## src/rtl/pipeline_ctrl_pkg.sv

```systemverilog
// Shared definitions for the pipeline control block.
// Holds parameter defaults, the fetch-drop FSM state type and the
// stage-register index constants used by the stall/flush vectors.
package pipeline_ctrl_pkg;

  localparam int NUM_STAGES_DEF = 5;
  localparam int LAT_W_DEF      = 2;
  localparam int CNT_W_DEF      = 32;

  // Stage-register indices into the stall/flush vectors.
  localparam int IDX_PC   = 0;
  localparam int IDX_IFID = 1;
  localparam int IDX_IDEX = 2;

  typedef enum logic {
    ST_RUN  = 1'b0,
    ST_DROP = 1'b1
  } ctrl_state_t;

endpackage

```

## src/rtl/pipeline_ctrl_scoreboard.sv

```systemverilog
// pc_scoreboard: per-register result-latency tracker for x1..x31.
// Ports:
//   clk, reset_n          clock, asynchronous active-low reset
//   id_valid              decode slot holds a real instruction
//   id_rs1/id_rs2         decode source register ids
//   id_rs1_used/_rs2_used source is actually read
//   issue_i               decode instruction issues this cycle
//   id_rd, id_lat         destination and its not-forwardable latency
//   hold_i                pipeline frozen: counters keep their value
//   hazard_o              a read source still has a pending result
module pc_scoreboard
  import pipeline_ctrl_pkg::*;
#(
  parameter int LAT_W = LAT_W_DEF
) (
  input  logic             clk,
  input  logic             reset_n,
  input  logic             id_valid,
  input  logic [4:0]       id_rs1,
  input  logic [4:0]       id_rs2,
  input  logic             id_rs1_used,
  input  logic             id_rs2_used,
  input  logic             issue_i,
  input  logic [4:0]       id_rd,
  input  logic [LAT_W-1:0] id_lat,
  input  logic             hold_i,
  output logic             hazard_o
);

  // Entry 0 exists only so the lookup can be indexed directly; it is
  // forced to zero so x0 never reports a pending result.
  logic [LAT_W-1:0] cnt_q [0:31];
  logic [LAT_W-1:0] cnt_d [0:31];

  always_comb begin
    for (int i = 0; i < 32; i++) begin
      cnt_d[i] = cnt_q[i];
      if (!hold_i && (cnt_q[i] != '0)) cnt_d[i] = cnt_q[i] - LAT_W'(1);
      // A fresh issue overwrites whatever is still counting down.
      if (issue_i && (id_rd == 5'(i))) cnt_d[i] = id_lat;
    end
    cnt_d[0] = '0;
  end

  always_ff @(posedge clk or negedge reset_n) begin
    if (!reset_n) begin
      for (int i = 0; i < 32; i++) cnt_q[i] <= '0;
    end else begin
      cnt_q <= cnt_d;
    end
  end

  logic rs1_hit, rs2_hit;
  assign rs1_hit  = id_rs1_used && (id_rs1 != 5'd0) && (cnt_q[id_rs1] != '0);
  assign rs2_hit  = id_rs2_used && (id_rs2 != 5'd0) && (cnt_q[id_rs2] != '0);
  assign hazard_o = id_valid && (rs1_hit || rs2_hit);

endmodule

```

## src/rtl/pipeline_ctrl.sv

```systemverilog
// pipeline_ctrl: stall/flush arbiter for an in-order pipeline.
// Ports:
//   clk, reset_n             clock, asynchronous active-low reset
//   id_*                     decode-slot instruction fields
//   branch_flush             EX-stage mispredict redirect
//   imem_busy / dmem_busy    fetch / data memory still outstanding
//   stall, flush             per-register hold / bubble (0 = PC)
//   drop_fetch               discard the next returning imem response
//   hazard_o                 raw scoreboard hazard
//   perf_*                   saturating event counters
module pipeline_ctrl
  import pipeline_ctrl_pkg::*;
#(
  parameter int NUM_STAGES = NUM_STAGES_DEF,
  parameter int LAT_W      = LAT_W_DEF,
  parameter int CNT_W      = CNT_W_DEF
) (
  input  logic                  clk,
  input  logic                  reset_n,
  input  logic                  id_valid,
  input  logic [4:0]            id_rs1,
  input  logic [4:0]            id_rs2,
  input  logic                  id_rs1_used,
  input  logic                  id_rs2_used,
  input  logic [4:0]            id_rd,
  input  logic [LAT_W-1:0]      id_lat,
  input  logic                  id_wr,
  input  logic                  branch_flush,
  input  logic                  imem_busy,
  input  logic                  dmem_busy,
  output logic [NUM_STAGES-1:0] stall,
  output logic [NUM_STAGES-1:0] flush,
  output logic                  drop_fetch,
  output logic                  hazard_o,
  output logic [CNT_W-1:0]      perf_stall_cyc,
  output logic [CNT_W-1:0]      perf_flush_cnt,
  output logic [CNT_W-1:0]      perf_hazard_cnt
);

  function automatic logic [CNT_W-1:0] sat_inc(input logic [CNT_W-1:0] v);
    return (&v) ? v : v + CNT_W'(1);
  endfunction

  logic freeze, redirect, hazard_win, issue, hazard;

  assign freeze     = dmem_busy;
  assign redirect   = branch_flush && !dmem_busy;
  assign hazard_win = hazard && !freeze && !redirect;
  assign hazard_o   = hazard;

  // Priority: freeze > redirect > hazard > fetch-wait.
  always_comb begin
    stall = '0;
    flush = '0;
    if (!reset_n) begin
      flush = '1;
    end else if (freeze) begin
      for (int i = 0; i < NUM_STAGES - 1; i++) stall[i] = 1'b1;
      flush[NUM_STAGES-1] = 1'b1;
    end else if (redirect) begin
      for (int i = IDX_PC; i <= IDX_IDEX; i++) flush[i] = 1'b1;
    end else if (hazard) begin
      stall[IDX_PC]   = 1'b1;
      stall[IDX_IFID] = 1'b1;
      flush[IDX_IDEX] = 1'b1;
    end else if (imem_busy) begin
      stall[IDX_PC]   = 1'b1;
      flush[IDX_IFID] = 1'b1;
    end
  end

  // A decode that is stalled or replaced by a bubble never reaches EX,
  // so it must not claim its destination in the scoreboard.
  assign issue = id_valid && id_wr && (id_rd != 5'd0)
              && !stall[IDX_IDEX] && !flush[IDX_IDEX];

  pc_scoreboard #(.LAT_W(LAT_W)) u_sb (
    .clk         (clk),
    .reset_n     (reset_n),
    .id_valid    (id_valid),
    .id_rs1      (id_rs1),
    .id_rs2      (id_rs2),
    .id_rs1_used (id_rs1_used),
    .id_rs2_used (id_rs2_used),
    .issue_i     (issue),
    .id_rd       (id_rd),
    .id_lat      (id_lat),
    .hold_i      (freeze),
    .hazard_o    (hazard)
  );

  // Fetch-drop FSM: a redirect while a fetch is in flight leaves a stale
  // response on its way back, which must be discarded.
  ctrl_state_t state_q, state_d;

  always_comb begin
    state_d = state_q;
    if (!freeze) begin
      case (state_q)
        ST_RUN:  if (redirect && imem_busy) state_d = ST_DROP;
        ST_DROP: if (!imem_busy)            state_d = ST_RUN;
        default: state_d = ST_RUN;
      endcase
    end
  end

  always_ff @(posedge clk or negedge reset_n) begin
    if (!reset_n) state_q <= ST_RUN;
    else          state_q <= state_d;
  end

  assign drop_fetch = reset_n && (state_q == ST_DROP);

  logic [CNT_W-1:0] stall_cyc_q, flush_cnt_q, hazard_cnt_q;

  always_ff @(posedge clk or negedge reset_n) begin
    if (!reset_n) begin
      stall_cyc_q  <= '0;
      flush_cnt_q  <= '0;
      hazard_cnt_q <= '0;
    end else begin
      if (|stall)     stall_cyc_q  <= sat_inc(stall_cyc_q);
      if (redirect)   flush_cnt_q  <= sat_inc(flush_cnt_q);
      if (hazard_win) hazard_cnt_q <= sat_inc(hazard_cnt_q);
    end
  end

  assign perf_stall_cyc  = stall_cyc_q;
  assign perf_flush_cnt  = flush_cnt_q;
  assign perf_hazard_cnt = hazard_cnt_q;

endmodule

```

## config.mk

```make
export PLATFORM = sky130hd
export DESIGN_NAME = pipeline_ctrl
export DESIGN_NICKNAME = d
export VERILOG_FILES = /design/src/rtl/pipeline_ctrl_pkg.sv /design/src/rtl/pipeline_ctrl_scoreboard.sv /design/src/rtl/pipeline_ctrl.sv
export SDC_FILE = /design/constraint.sdc
export NUM_CORES = 1
export LEC_CHECK = 0
export ABC_AREA = 1
export CAP_MARGIN = 25
export CORE_ASPECT_RATIO = 0.6
export CORE_MARGIN = 10
export CORE_UTILIZATION = 57
export CTS_BUF_LIST = sky130_fd_sc_hd__clkbuf_4 sky130_fd_sc_hd__clkbuf_8 sky130_fd_sc_hd__clkbuf_16
export DETAILED_ROUTE_END_ITERATION = 6
export PLACE_DENSITY = 0.81
export SYNTH_ARGS = -nofsm -noshare
export SYNTH_HDL_FRONTEND = slang
export SYNTH_HIERARCHICAL = 1
export SYNTH_SLANG_ARGS = --single-unit
```

## constraint.sdc

```tcl
create_clock -name clk -period 3.3 [get_ports clk]
set_input_delay 0.495 -clock clk [delete_from_list [all_inputs] [get_ports clk]]
set_output_delay 0.495 -clock clk [all_outputs]
set_load 0.05 [all_outputs]
```

==> summary.log, run 1 <==
[yosys] share of the synthesized area in the top cell type 35.7%
[die] Placeable Area 19100 um^2
[yosys] flip-flop and latch count after synthesis 159
[drt] number of design-rule violations left by the first detailed-router iteration 1409
[setup_path] Startpoint Class primary input
[cts] Sink Count 159
[timing] slew of the pin with the lowest slew margin 731 ps
[drt] DRC violations left 20
[die] boundary pin count 134
[cts] Worst-Skew Late Latency 440 ps
[drt] per-cell routed wire length 16.4 um
[timing] final-report max-slew violation count 0
[yosys] synth top area cells sky130_fd_sc_hd__dfrtp_1 36%, sky130_fd_sc_hd__nand2_1 23%, sky130_fd_sc_hd__nor2_1 9.6%
[final_layout] area delta synth->final 22.5%
[die] number of rows created at floorplan 39
[cts] H-tree depth 4
[cts] clock transition at the registers of the reported paths 70 ps
[yosys] main flop type after synthesis sky130_fd_sc_hd__dfrtp_1
[die] total die area 25700 um^2
[cts] maximum buffer depth of the clock tree 2
[drt] amount of wire on met3 after detailed routing 4.21 mm
[yosys] number of distinct library cells after synthesis 39
[yosys] Post-synth ARST share 100%
[yosys] Mapped Area 11100 um^2
[yosys] list of most frequent post-synthesis cells 693 x sky130_fd_sc_hd__nand2_1, 286 x sky130_fd_sc_hd__nor2_1, 185 x sky130_fd_sc_hd__inv_1, 159 x sky130_fd_sc_hd__dfrtp_1, 71 x sky130_fd_sc_hd__nand3_1
[setup_path] critical path arrival 2650 ps
[final_layout] Filler cells 1638
[global_routing] antenna violations before repair 1
[timing] Hold Worst Slack 515 ps
[die] vertical die dimension 128 um
[pwr] Peak VDD IR 0.000614 V
[setup_path] setup slack of the most critical reg-to-reg path 360 ps
[drt] post-detailed-routing wire length 35.3 mm
[cts] clock buffers created by TritonCTS 17
[timing] post-route fraction of the period consumed by the critical path 95.4%
[timing] final setup violation count 0
[timing] clk_skew 9.37 ps
[yosys] Yosys Warn Count 6
[placed_design] buffers added on ports 132
[yosys] largest area contributor in the netlist sky130_fd_sc_hd__dfrtp_1
[drt] total number of vias 11.6k
[placed_design] Post-DP Area 13000 um^2
[outcome] violations in the final reports DRC
[timing] unrepaired setup endpoints after global routing false
[timing] Max Freq 0.318 GHz
[global_routing] global-route total usage across every layer 27.2%
[timing] worst max-slew margin expressed relative to the limit 51.2%
[pwr] power density normalized to cell area 562 nW/um^2
[setup_path] Critical Path RT 2800 ps
[drt] number of iterations in the first detailed-routing pass 7
[drt] highest layer used for signal routing met4
[job] number of max-cap violations 0
[timing] final hold violation count 0
[die] effective utilization at floorplan 58.2%
[drt] routed length on met1 16.3 mm
[cts] clock tree from TritonCTS built
[yosys] EDFF count, synth 0
[placed_design] routability cong. 1.05
[cts] CTS root buf sky130_fd_sc_hd__clkbuf_16
[final_layout] final core occ 71.3%
[drt] Vias/cell 5.38
[global_routing] total congestion overflow 0
[final_layout] layout cells sized above 1 7.35%
[drt] Routed Antenna Nets 0
[final_layout] final-stage net count 1939
[yosys] top-count cell post-synth sky130_fd_sc_hd__nand2_1
[pwr] static power due to leakage 6.35 nW
[setup_path] worst setup path class primary input to output pin
[setup_path] CP Capture Type output pin
[drt] met2 routed wirelength 14.4 mm
[cts] # Post-CTS Setup Buffers 0
[global_routing] global-route wire length before repair 56.4 mm
[hold_path] worst hold path class primary input to async pin
[final_layout] final non-filler cell area 13600 um^2
[yosys] Cells after Synth 1717
[yosys] sequential share of the synthesized area 35.7%
[yosys] per-instance average area after synthesis 6.49 um^2
[yosys] Post-Synthesis Net Count 1777
[setup_path] critical path peak fanout 5
[outcome] result of the run complete, but fails checks
[global_routing] pin count of the biggest net entering global routing 137
[global_routing] vias in the first global route 10.7k
[timing] clock period minus final worst setup slack 3150 ps
[die] width of the die 200 um
[placed_design] dpl hpwl 27.2 mm
## layer usage
layer / vias up / GRT usage, %
li1: 5643 / -
met1: 5336 / 39.1
met2: 576 / 38.5
met3: 60 / 9.06
met4: 0 / 6.21
met5: - / 0
## final timing paths
check,start,endpoint,cells after the start
hold / removal,reset_n,perf_stall_cyc[5],2
min in group clk,state_q,state_q,2
setup reg to reg,u_sb/cnt_q[9],u_sb/cnt_q[14],20
hold reg to reg,state_q,state_q,2
setup / recovery,id_rs2[2],stall[1],15
max in group asynchronous,reset_n,perf_flush_cnt[23],3
## kinds of logic after synthesis
logic type,synth area share [%]
and+or+nand+nor,41.0
buffers and inverters,8.26
DFF,35.7
AOI/OAI and AO/OA,5.52
xor gates and xnor gates,4.88
adders and majority gates,3.82
muxes,0.809
other,0.0337
## through the flow
stage | setup TNS [ps] | worst slack, ps | instances | total power, W
2_1_floorplan | 0 | 16.6 | 1717 | 0.00468
3_3_place_gp | 0 | 23.9 | 2125 | 0.00551
3_5_place_dp | -504 | -72.4 | 2125 | 0.00566
4_1_cts | 0 | 7.28 | 2157 | 0.00761
5_1_grt | 0 | 20.1 | 2158 | 0.00814
6_report | 0 | 151 | 2158 | 0.00767
## cell usage in the layout (no fill, tap or decap), drive strengths merged
cell,count
clkinv,6
dlygate4sd2,1
dlymetal6s2s,4
and3b,1
o21ai,69
dlygate4sd3,1
inv,197
nor2,306
and2,3
nand2,704
bufinv,1
conb,1
o221ai,18
nand4,21
buf,51
nor3,5
a21oi,13
diode,1
o41ai,1
dfrtp,159
o211ai,2
nand3b,10
xor2,48
nand3,73
ha,34
o31ai,1
clkinvlp,2
a211oi,1
clkbuf,20
xnor2,14
clkdlybuf4s50,116
mux2,8
## cell type report
cell class	count	area, um^2	area share (%)
Antenna cell	1	2.50	0.0183
Clock buffer	20	460	3.37
Clock inverter	11	110	0.807
Inverter	195	734	5.38
Multi-Input combinational cell	1333	6250	45.8
Sequential cell	159	3980	29.2
Tap cell	266	333	2.44
Timing Repair Buffer	173	1780	13.0
## sequential cells by signal, summed over array words and instances, names as in the netlist
| name | flops |
|---|---|
| u_sb/cnt_q | 62 |
| state_q | 1 |
| perf_hazard_cnt | 32 |
| perf_stall_cyc | 32 |
| perf_flush_cnt | 32 |
## what timing repair did
action | in CTS | in global routing
pin swaps | 0 | 1
endpoints found under the setup margin | 1 | 4
hold buffers | 1 | 0
hold endpoints to repair | 23 | 0
resized for setup | 1 | 6
## worst max-delay path, cell delays in order
cell	delay [ps]
sky130_fd_sc_hd__clkdlybuf4s50_1	570
sky130_fd_sc_hd__inv_1	140
sky130_fd_sc_hd__a21oi_1	140
sky130_fd_sc_hd__nand3_1	100
sky130_fd_sc_hd__nand2_1	80
sky130_fd_sc_hd__nand2_1	50
sky130_fd_sc_hd__nand3_1	70
sky130_fd_sc_hd__nand3_1	80
sky130_fd_sc_hd__a21oi_2	190
sky130_fd_sc_hd__buf_4	150
sky130_fd_sc_hd__inv_1	50
sky130_fd_sc_hd__buf_4	130
sky130_fd_sc_hd__o21ai_2	150
sky130_fd_sc_hd__buf_4	140
sky130_fd_sc_hd__buf_12	120
## where the power goes
part / internal [W] / switching, W / total (W)
Sequential: 0.00242 / 0.000394 / 0.00282
Combinational: 0.00107 / 0.00185 / 0.00292
Clock: 0.00109 / 0.000844 / 0.00193
Note: power is estimated with default switching activity, not from simulation.
==> run 2, diff against run 1 <==
--- a/config.mk
+++ b/config.mk
@@ -6,11 +6,12 @@
 export NUM_CORES = 1
 export LEC_CHECK = 0
 export ABC_AREA = 1
-export CAP_MARGIN = 25
+export CAP_MARGIN = 30
 export CORE_ASPECT_RATIO = 0.6
 export CORE_MARGIN = 10
 export CORE_UTILIZATION = 57
 export CTS_BUF_LIST = sky130_fd_sc_hd__clkbuf_4 sky130_fd_sc_hd__clkbuf_8 sky130_fd_sc_hd__clkbuf_16
+export CTS_CLUSTER_DIAMETER = 200
 export DETAILED_ROUTE_END_ITERATION = 6
 export PLACE_DENSITY = 0.81
 export SYNTH_ARGS = -nofsm -noshare
==> results of run 2 <==
No change in the layout: final DEF, timing and power equal those of run 1.
==> run 3, diff against run 2 <==
--- a/config.mk
+++ b/config.mk
@@ -7,13 +7,14 @@
 export LEC_CHECK = 0
 export ABC_AREA = 1
 export CAP_MARGIN = 30
-export CORE_ASPECT_RATIO = 0.6
+export CORE_ASPECT_RATIO = 1.25
 export CORE_MARGIN = 10
 export CORE_UTILIZATION = 57
 export CTS_BUF_LIST = sky130_fd_sc_hd__clkbuf_4 sky130_fd_sc_hd__clkbuf_8 sky130_fd_sc_hd__clkbuf_16
 export CTS_CLUSTER_DIAMETER = 200
 export DETAILED_ROUTE_END_ITERATION = 6
 export PLACE_DENSITY = 0.81
+export REMOVE_ABC_BUFFERS = 1
 export SYNTH_ARGS = -nofsm -noshare
 export SYNTH_HDL_FRONTEND = slang
 export SYNTH_HIERARCHICAL = 1
==> run 3 against run 2 <==
Against the previous run:
- the run now ends clean
- sequential power about the same
- first-iteration DRC count decreased by 47%
- register-to-register slack improved by 50 ps
- fmax increased by 2.0%
- design area decreased by 0.71%
- cell count decreased by 0.23%
- critical endpoint is now stall[0]
==> summary.log, run 3 (synthesis results as in run 1) <==
[die] width of the die 145 um [-28%]
[drt] number of iterations in the first detailed-routing pass 5 [-2]
[setup_path] worst setup path class primary input to output pin
[setup_path] Startpoint Class primary input
[placed_design] worst-case setup slack after placement -85.5 ps [-13.1 ps]
[global_routing] pin count of the biggest net entering global routing 65 [-53%]
[setup_path] critical path cell sequence clkdlybuf4s50_1 > buf_4 > nor2_4 > nand2_1 > nand2_1 > nor2_1 > nor2_2 > nand2_1 > nand3_1 > nand3_1 > a21oi_2 > inv_2 > nand2_1 > nand3_1 > nand2_2 > buf_12
[setup_path] worst flop-to-flop path endpoint u_sb/cnt_q[48]
[drt] number of design-rule violations left by the first detailed-router iteration 749 [-47%]
[die] number of rows created at floorplan 57 [+46%]
[die] total die area 25600 um^2 [-0.58%]
[global_routing] antenna violations before repair 0 [-1]
[die] effective utilization at floorplan 57.6% [-0.60 points]
[drt] post-detailed-routing wire length 32.1 mm [-9.1%]
[setup_path] setup slack of the most critical reg-to-reg path 410 ps [+50 ps]
[timing] post-route fraction of the period consumed by the critical path 93.6% [-1.8 points]
[final_layout] final-stage net count 1935 [-0.21%]
[drt] DRC violations left 0 [-100%]
[global_routing] total congestion overflow 0 [unchanged]
[setup_path] slowest cell on the critical path sky130_fd_sc_hd__clkdlybuf4s50_1
[die] Placeable Area 19300 um^2 [+1.0%]
[outcome] result of the run complete, no violations
[setup_path] critical path's top delay family simple AND/OR/NAND/NOR gates
[pwr] static power due to leakage 6.30 nW [-0.90%]
[final_layout] most common cell after layout, fill and taps aside sky130_fd_sc_hd__nand2_1
[timing] clk_skew 17.0 ps [+7.67 ps]
[timing] worst max-slew margin expressed relative to the limit 46.2% [-5.1 points]
[hold_path] worst hold path class primary input to async pin
[cts] clock transition at the registers of the reported paths 80 ps [about the same]
[setup_path] critical path peak fanout 5 [unchanged]
[cts] clock tree from TritonCTS built
[global_routing] global-route total usage across every layer 24.6% [-2.6 points]
[cts] Worst-Skew Late Latency 430 ps [about the same]
[job] number of max-cap violations 0 [unchanged]
[final_layout] area delta synth->final 21.7%
[setup_path] Critical Path RT 2800 ps [about the same]
[placed_design] dpl hpwl 24.6 mm [-9.7%]
[global_routing] vias in the first global route 10.8k [+0.66%]
[placed_design] routability cong. 0.952 [-9.4%]
[die] vertical die dimension 176 um [+37%]
[final_layout] layout cells sized above 1 7.10% [-0.25 points]
[drt] total number of vias 11.4k [-2.1%]
[setup_path] crit path buf inv count 4 [-3]
[drt] per-cell routed wire length 14.9 um [-8.9%]
[setup_path] launch point of the worst reg-to-reg path u_sb/cnt_q[14]
[cts] clock buffers created by TritonCTS 17 [unchanged]
[setup_path] CP Capture Type output pin
[setup_path] Worst path max stage delay 480 ps [-90 ps]
[final_layout] register containing the most flip-flops in the final layout u_sb/cnt_q
[global_routing] global-route wire length before repair 52.5 mm [-6.9%]
[cts] H-tree depth 4 [unchanged]
[timing] clock period minus final worst setup slack 3090 ps [-60.3 ps]
[pwr] Peak VDD IR 0.000443 V [-28%]
[timing] Max Freq 0.324 GHz [+2.0%]
[timing] final setup violation count 0 [unchanged]
[final_layout] final non-filler cell area 13500 um^2 [-0.71%]
[cts] Sink Count 159 [unchanged]
[die] boundary pin count 134 [unchanged]
[pwr] power density normalized to cell area 553 nW/um^2 [-1.6%]
[timing] final-report max-slew violation count 0 [unchanged]
[timing] slew of the pin with the lowest slew margin 807 ps [+76.1 ps]
[timing] final setup slack of the worst path 212 ps [+60.3 ps]
[final_layout] Antenna diodes 0 [-1]
[final_layout] leading cell types in the layout, fill and taps excluded 692 x sky130_fd_sc_hd__nand2_1, 286 x sky130_fd_sc_hd__nor2_1, 184 x sky130_fd_sc_hd__inv_1
[setup_path] worst reg-to-reg path cell count 19 [-5.0%]
[final_layout] Filler cells 1636 [-0.12%]
[drt] Routed Antenna Nets 0 [unchanged]
[cts] CTS root buf sky130_fd_sc_hd__clkbuf_16
[cts] maximum buffer depth of the clock tree 2 [unchanged]
[timing] final hold violation count 0 [unchanged]
[drt] Vias/cell 5.28 [-1.8%]
[placed_design] buffers added on ports 132 [unchanged]
[timing] unrepaired setup endpoints after global routing false
[final_layout] flip-flop count of the largest register after layout 62 [unchanged]
[setup_path] critical path arrival 2590 ps [-60 ps]
[setup_path] Top cell by count, worst path sky130_fd_sc_hd__nand2_1
[placed_design] Post-DP Area 13000 um^2 [-0.73%]
[run 3: routing by layer]
metal | vias up | track usage [%] | part of all wire [%]
met5 | - | 0 | 0
met4 | 0 | 9.29 | 2.4
met3 | 55 | 3.51 | 5.7
met2 | 373 | 44.3 | 51
met1 | 5323 | 29.1 | 41
li1 | 5625 | - | -
[run 3: worst register-to-register path, stage by stage, from the launching register on]
cell and delay, ps:
sky130_fd_sc_hd__dfrtp_1 400, sky130_fd_sc_hd__nor2_1 370, sky130_fd_sc_hd__nor2_1 100, sky130_fd_sc_hd__nor2_1 100
sky130_fd_sc_hd__nand2_1 60, sky130_fd_sc_hd__nand2_1 70, sky130_fd_sc_hd__nand2_1 50, sky130_fd_sc_hd__nand2_1 50
sky130_fd_sc_hd__nand3_1 60, sky130_fd_sc_hd__nand3_1 90, sky130_fd_sc_hd__a21oi_2 80, sky130_fd_sc_hd__nand2_1 90
sky130_fd_sc_hd__nand2_1 100, sky130_fd_sc_hd__a211oi_1 280, sky130_fd_sc_hd__inv_1 70, sky130_fd_sc_hd__nor2_1 140
sky130_fd_sc_hd__inv_1 120, sky130_fd_sc_hd__buf_12 160, sky130_fd_sc_hd__nor2_1 180, sky130_fd_sc_hd__o21ai_0 160
[run 3: power breakdown]
group	total [W]	internal, W	switching (W)
clock	0.00198	0.00107	0.000915
combinational	0.00273	0.00104	0.00169
sequential	0.00279	0.00242	0.000366
total	0.00750	0.00453	0.00297
[run 3: timing repair]
| item | CTS | global route |
|---|---|---|
| gates resized for setup | 1 | 5 |
| setup endpoints to repair | 3 | 12 |
| hold buffers | 1 | 0 |
| setup buffers | 0 | 0 |
| pin swaps | 0 | 1 |
| endpoints found under the hold margin | 19 | 0 |
[run 3: worst max-delay path by stage]
stage,depth (start not counted),startpoint,endpoint
final,16,id_rs2[0],stall[0]
after global routing,17,id_rs2[1],stall[0]
after global placement,17,id_rs1[0],stall[0]
after floorplan,12,id_rs1[0],flush[1]
after CTS,15,id_rs1[1],stall[1]
after detailed placement,21,id_rs1[0],u_sb/cnt_q[58]
[run 3: final cells by class]
class	instances	area, um^2	share of cell area [%]
clock buffer	17	425	3.14
clock inverter	15	148	1.09
inverter	195	734	5.42
multi-input combinational	1333	6250	46.1
sequential	159	3980	29.4
tap	265	332	2.45
timing repair buffer	169	1690	12.4
[run 3: through the flow]
step | total power, W | util [%] | instances | hold slack [ps] | TNS [ps]
after floorplan | 0.00465 | - | 1687 | 199 | -1250
after global routing | 0.00801 | 70.1 | 2153 | 491 | 0
after CTS | 0.00751 | 70.1 | 2153 | 477 | 0
after detailed placement | 0.00552 | 67.0 | 2120 | 366 | -928
final | 0.00750 | 70.1 | 2153 | 470 | 0
after global placement | 0.00537 | 67.0 | 2120 | 365 | 0
==> RTL edit 1 (flow settings as in run 3) <==
Change the package constant `NUM_STAGES_DEF` from 5 to 6.
--- a/src/rtl/pipeline_ctrl_pkg.sv
+++ b/src/rtl/pipeline_ctrl_pkg.sv
@@ -3,7 +3,7 @@
 // stage-register index constants used by the stall/flush vectors.
 package pipeline_ctrl_pkg;
 
-  localparam int NUM_STAGES_DEF = 5;
+  localparam int NUM_STAGES_DEF = 6;
   localparam int LAT_W_DEF      = 2;
   localparam int CNT_W_DEF      = 32;
 
Interface: changed (resized flush and stall); port bits go from 134 to 136. No check against the original RTL was run, so the function may have changed too.
==> RTL edit 1 against run 3 <==
Routed wire length shrank 0.86%; critical path depth is the same; sequential cell count is the same; area after synthesis grew 0.13%; die area grew 0.11%; synthesized cell count grew 0.12%; power shrank 1.1%; clock power shrank 4%; via count grew 0.25%; hold slack gained 0.0072 ns; cell area shrank 0.13%; setup slack lost 0.061 ns; critical path type unchanged; largest power group unchanged.
==> RTL edit 1: results (changes against run 3) <==
| Metric | Value |
|---|---|
| DP Worst Slack | -0.09303 ns (-0.007504 ns) |
| Final min period | 3.149 ns (+0.06119 ns) |
| WP data arrival | 2.65 ns (+0.06 ns) |
| CP peak stage delay | 0.56 ns (+0.08 ns) |
| Fraction of layout cells with a size suffix above 1 | 6.942% (-0.16 points) |
| Fillers | 1,695 (+3.6%) |
| Vias per cell | 5.299 (+0.29%) |
| Post-Syn Instances | 1,719 (+0.12%) |
| Outcome | finished, final reports clean |
| Dpl cells | 2,118 (-0.094%) |
| Sequential share of cell area | 29.40% (+0.038 points) |
| Total global-route track usage | 24.32% (-0.28 points) |
| Worst-path maximum fanout | 6 (+1) |
| Non-clock buffers | 168 (-0.59%) |
| Worst slew margin | 44.09% (-2.1 points) |
| Fraction of area in multi-input gates | 46.12% (about the same) |
| Met3 global-route usage | 4.046% (+0.54 points) |
| Vias in the first global route | 10,690 (-0.69%) |
| Layout Cells excl Fill | 2,152 (-0.046%) |
| Number of nets in the layout | 1,934 (-0.052%) |
| Largest cells by area after synthesis | dfrtp_1 (36%), nand2_1 (23%), nor2_1 (9.6%) |
| Data buffer area share | 12.53% (+0.090 points) |
| Reg2reg end | u_sb/cnt_q[34]$_DFFE_PN0P_ |
| Met1 Resource Use GR | 29.72% (+0.58 points) |
| VDD IR max | 0.4478 mV (+1.1%) |
| Reg2Reg Setup Slack | 0.52 ns (+0.11 ns) |
| RD Place Congestion | 0.9736 (+2.3%) |
| Post-route cell area | 13,530 um^2 (-0.13%) |
[RTL edit 1: where the power goes]
part / internal (W) / switching [W]
registers: 0.00242 / 0.000366
clock network: 0.000985 / 0.000913
logic: 0.00105 / 0.00168
total: 0.00445 / 0.00296
[RTL edit 1: logic make-up (layout without fill, tap and decap cells)]
group                    Yosys count  count (layout)  share of synthesized area [%]
multiplexers                       8               8                         0.8078
XOR/XNOR                          62              62                          4.869
AO/OA/AOI/OAI                    105             105                          5.509
flip-flops                       159             159                          35.68
other                              1               1                        0.03363
adder cells (fa/ha/maj)           34              34                          3.815
AND/OR/NAND/NOR                 1123            1123                          40.91
buffers and inverters            227             395                          8.381
[RTL edit 1: routing by layer]
layer | vias to the layer above | wire length, um
met5 | - | 0
met4 | 0 | 832
met1 | 5343 | 13530
met2 | 366 | 15740
li1 | 5634 | -
met3 | 61 | 1714
==> RTL edit 2 (flow settings as in run 3) <==
Without the edit above. Reset style: synchronous (`reset_n`), changed in 3 clocked blocks. Comments in the files are not updated.
--- a/src/rtl/pipeline_ctrl_scoreboard.sv
+++ b/src/rtl/pipeline_ctrl_scoreboard.sv
@@ -42,7 +42,7 @@
     cnt_d[0] = '0;
   end
 
-  always_ff @(posedge clk or negedge reset_n) begin
+  always_ff @(posedge clk) begin
     if (!reset_n) begin
       for (int i = 0; i < 32; i++) cnt_q[i] <= '0;
     end else begin
--- a/src/rtl/pipeline_ctrl.sv
+++ b/src/rtl/pipeline_ctrl.sv
@@ -104,7 +104,7 @@
     end
   end
 
-  always_ff @(posedge clk or negedge reset_n) begin
+  always_ff @(posedge clk) begin
     if (!reset_n) state_q <= ST_RUN;
     else          state_q <= state_d;
   end
@@ -113,7 +113,7 @@
 
   logic [CNT_W-1:0] stall_cyc_q, flush_cnt_q, hazard_cnt_q;
 
-  always_ff @(posedge clk or negedge reset_n) begin
+  always_ff @(posedge clk) begin
     if (!reset_n) begin
       stall_cyc_q  <= '0;
       flush_cnt_q  <= '0;
Behaviour: not the same (a bounded check fails within 4 cycles, from zero or initial values and one cycle with reset_n low; the reset may be asserted at any time).
==> RTL edit 2 against run 3 <==
Routed wire length decreased by 1.3%; sequential cell count unchanged; setup slack better by 0.092 ns; core utilization increased by 1.3 points; cell area fell by 4.3%; area after synthesis decreased by 5.0%; largest cell class unchanged; highest routed layer unchanged.
Power is not compared: it rests on default switching activity, and its combinational part moved more than twofold at a synthesized area within 25%.
==> RTL edit 2: results (changes against run 3) <==
| Metric | Value |
|---|---|
| Outcome | finished, final reports clean |
| Cell accounting for the most synthesized area | dfxtp_1 |
| Adder-Cell Fraction of Synth Area | 4.022% (+0.20 points) |
| Slew @ Worst Pin | 0.6967 ns (-0.1107 ns) |
| Met1 Resource Use GR | 29.15% (about the same) |
| CTS Buf Count | 17 (unchanged) |
| Via count | 11,360 (-0.15%) |
| 1st-iter DRT viols | 730 (-2.5%) |
| Largest net degree at the start of global routing | 63 (-3.1%) |
| Post-synthesis xor/xnor area fraction | 3.146% (-1.7 points) |
| Fillers | 1,582 (-3.3%) |
| DP Worst Slack | -0.2595 ns (-0.1740 ns) |
| Min-delay src | perf_flush_cnt[1]$_SDFFE_PN0P_ |
| Clk_lat worst skew | 0.45 ns (+0.02 ns) |
| Combinational power | roughly 0.0011 W |
| Total global-route track usage | 25.62% (+1.0 points) |
| Met2 Resource Use GR | 45.62% (+1.3 points) |
| Clk buf depth | 2 (unchanged) |
| CP peak stage delay | 0.39 ns (-0.09 ns) |
| Reg2Reg Depth | 20 (+1) |
| Dpl cells | 2,036 (-4.0%) |
| Worst-path maximum fanout | 8 (+3) |
| First-pass DRT Iterations | 5 (unchanged) |
| Pleak | 4.985 nW |
| Reg2reg start | u_sb/cnt_q[16]$_SDFFE_PN0P_ |
| Number of flip-flops in the largest register | 62 (unchanged) |
| Ant. Diodes | 0 (unchanged) |
| Synth cell types | 44 (+13%) |
| CTS Root Cell | clkbuf_16 |
| Worst clock skew | 0.01220 ns (-0.004840 ns) |
| Hold Path End | perf_flush_cnt[1]$_SDFFE_PN0P_ |
| DRT Wirelength | 31.66 mm (-1.3%) |
| Worst hold path depth | 2 |
| RD Place Congestion | 1.002 (+5.3%) |
| Fraction of layout cells with a size suffix above 1 | 9.328% (+2.2 points) |
| Post-synthesis mux area share | 0.3194% (-0.49 points) |
| Post-Syn Instances | 1,685 (-1.9%) |
| Post-DP HPWL | 24.16 mm (-1.7%) |
| Hold Crit Class | reg2reg |
| Largest cells by area after synthesis | dfxtp_1 (30%), nor2_1 (14%), nand2_1 (12%) |
| Met3 global-route usage | 4.885% (+1.4 points) |
| Clk slew on worst S/H paths | 0.06 ns (-0.02 ns) |
| Commonest cells in the netlist | nor2_1 (389), nand2_1 (337), inv_1 (200) |
| Reg2reg end | u_sb/cnt_q[4]$_SDFFE_PN0P_ |
| Post-synth ARST share | 0% (-100 points) |
| Initial antenna violation count | 0 (unchanged) |
| Compound-Gate Fraction of Synth Area | 10.40% (+4.9 points) |
| First-pass GRT wire length | 51.94 mm (-1.1%) |
| Vias per cell | 5.482 (+3.8%) |
| IO Port Bufs | 132 (unchanged) |
| Reg2Reg Setup Slack | 0.52 ns (+0.11 ns) |
| Fraction of the yosys area taken by sequential cells | 30.09% (-5.6 points) |
| Most flops, register | u_sb/cnt_q |
| Number of nets in the layout | 1,891 (-2.3%) |
| Slowest stage cell, crit path | dlygate4sd2_1 |
| WP data arrival | 2.50 ns (-0.09 ns) |
| Top cell family by delay on the critical path | buffers and inverters |
==> RTL edit 2: layer usage <==
metal	vias to the layer above	wire, um
met3	64	1998
met2	366	15770
met1	5206	12910
met5	-	0
met4	0	984
li1	5723	-
==> RTL edit 2: worst max path at each step <==
stage | cells after the start | slack (ns) | startpoint | endpoint
2_1_floorplan | 20 | -0.17 | id_rs1[0] | u_sb/cnt_q[27]$_SDFFE_PN0P_
3_3_place_gp | 20 | -0.21 | id_rs1[0] | perf_hazard_cnt[26]$_SDFFE_PN0P_
3_5_place_dp | 20 | -0.26 | id_rs1[0] | perf_hazard_cnt[22]$_SDFFE_PN0P_
4_1_cts | 17 | 0.03 | id_rs1[0] | stall[0]
5_1_grt | 18 | 0.13 | id_rs2[1] | stall[0]
6_report | 18 | 0.30 | id_rs2[1] | stall[0]
==> RTL edit 2: what timing repair did <==
item,in CTS,in global routing
endpoints found under the setup margin,2,48
gates cloned,0,0
resized for setup,3,14
pin swaps,0,4
buffers inserted,2,2
hold buffers,0,0
==> RTL edit 2: per-stage QoR <==
| stage | hold WS, ns | area, um^2 | total power, W |
|---|---|---|---|
| 2_1_floorplan | 0.4716 | 10270 | 0.002846 |
| 3_3_place_gp | 0.4853 | 12270 | 0.003177 |
| 3_5_place_dp | 0.4951 | 12270 | 0.003215 |
| 4_1_cts | 0.5052 | 12910 | 0.005322 |
| 5_1_grt | 0.5294 | 12970 | 0.005562 |
| 6_report | 0.5013 | 12970 | 0.005316 |
==> RTL edit 2: area by class of cell <==
class | count | area [um^2] | area share (%)
clock buffer | 19 | 446.7 | 3.444
clock inverter | 13 | 177.7 | 1.370
inverter | 211 | 797.0 | 6.146
multi-input combinational | 1262 | 6324 | 48.76
sequential | 159 | 3183 | 24.54
tap | 228 | 285.3 | 2.200
timing repair buffer | 180 | 1755 | 13.54
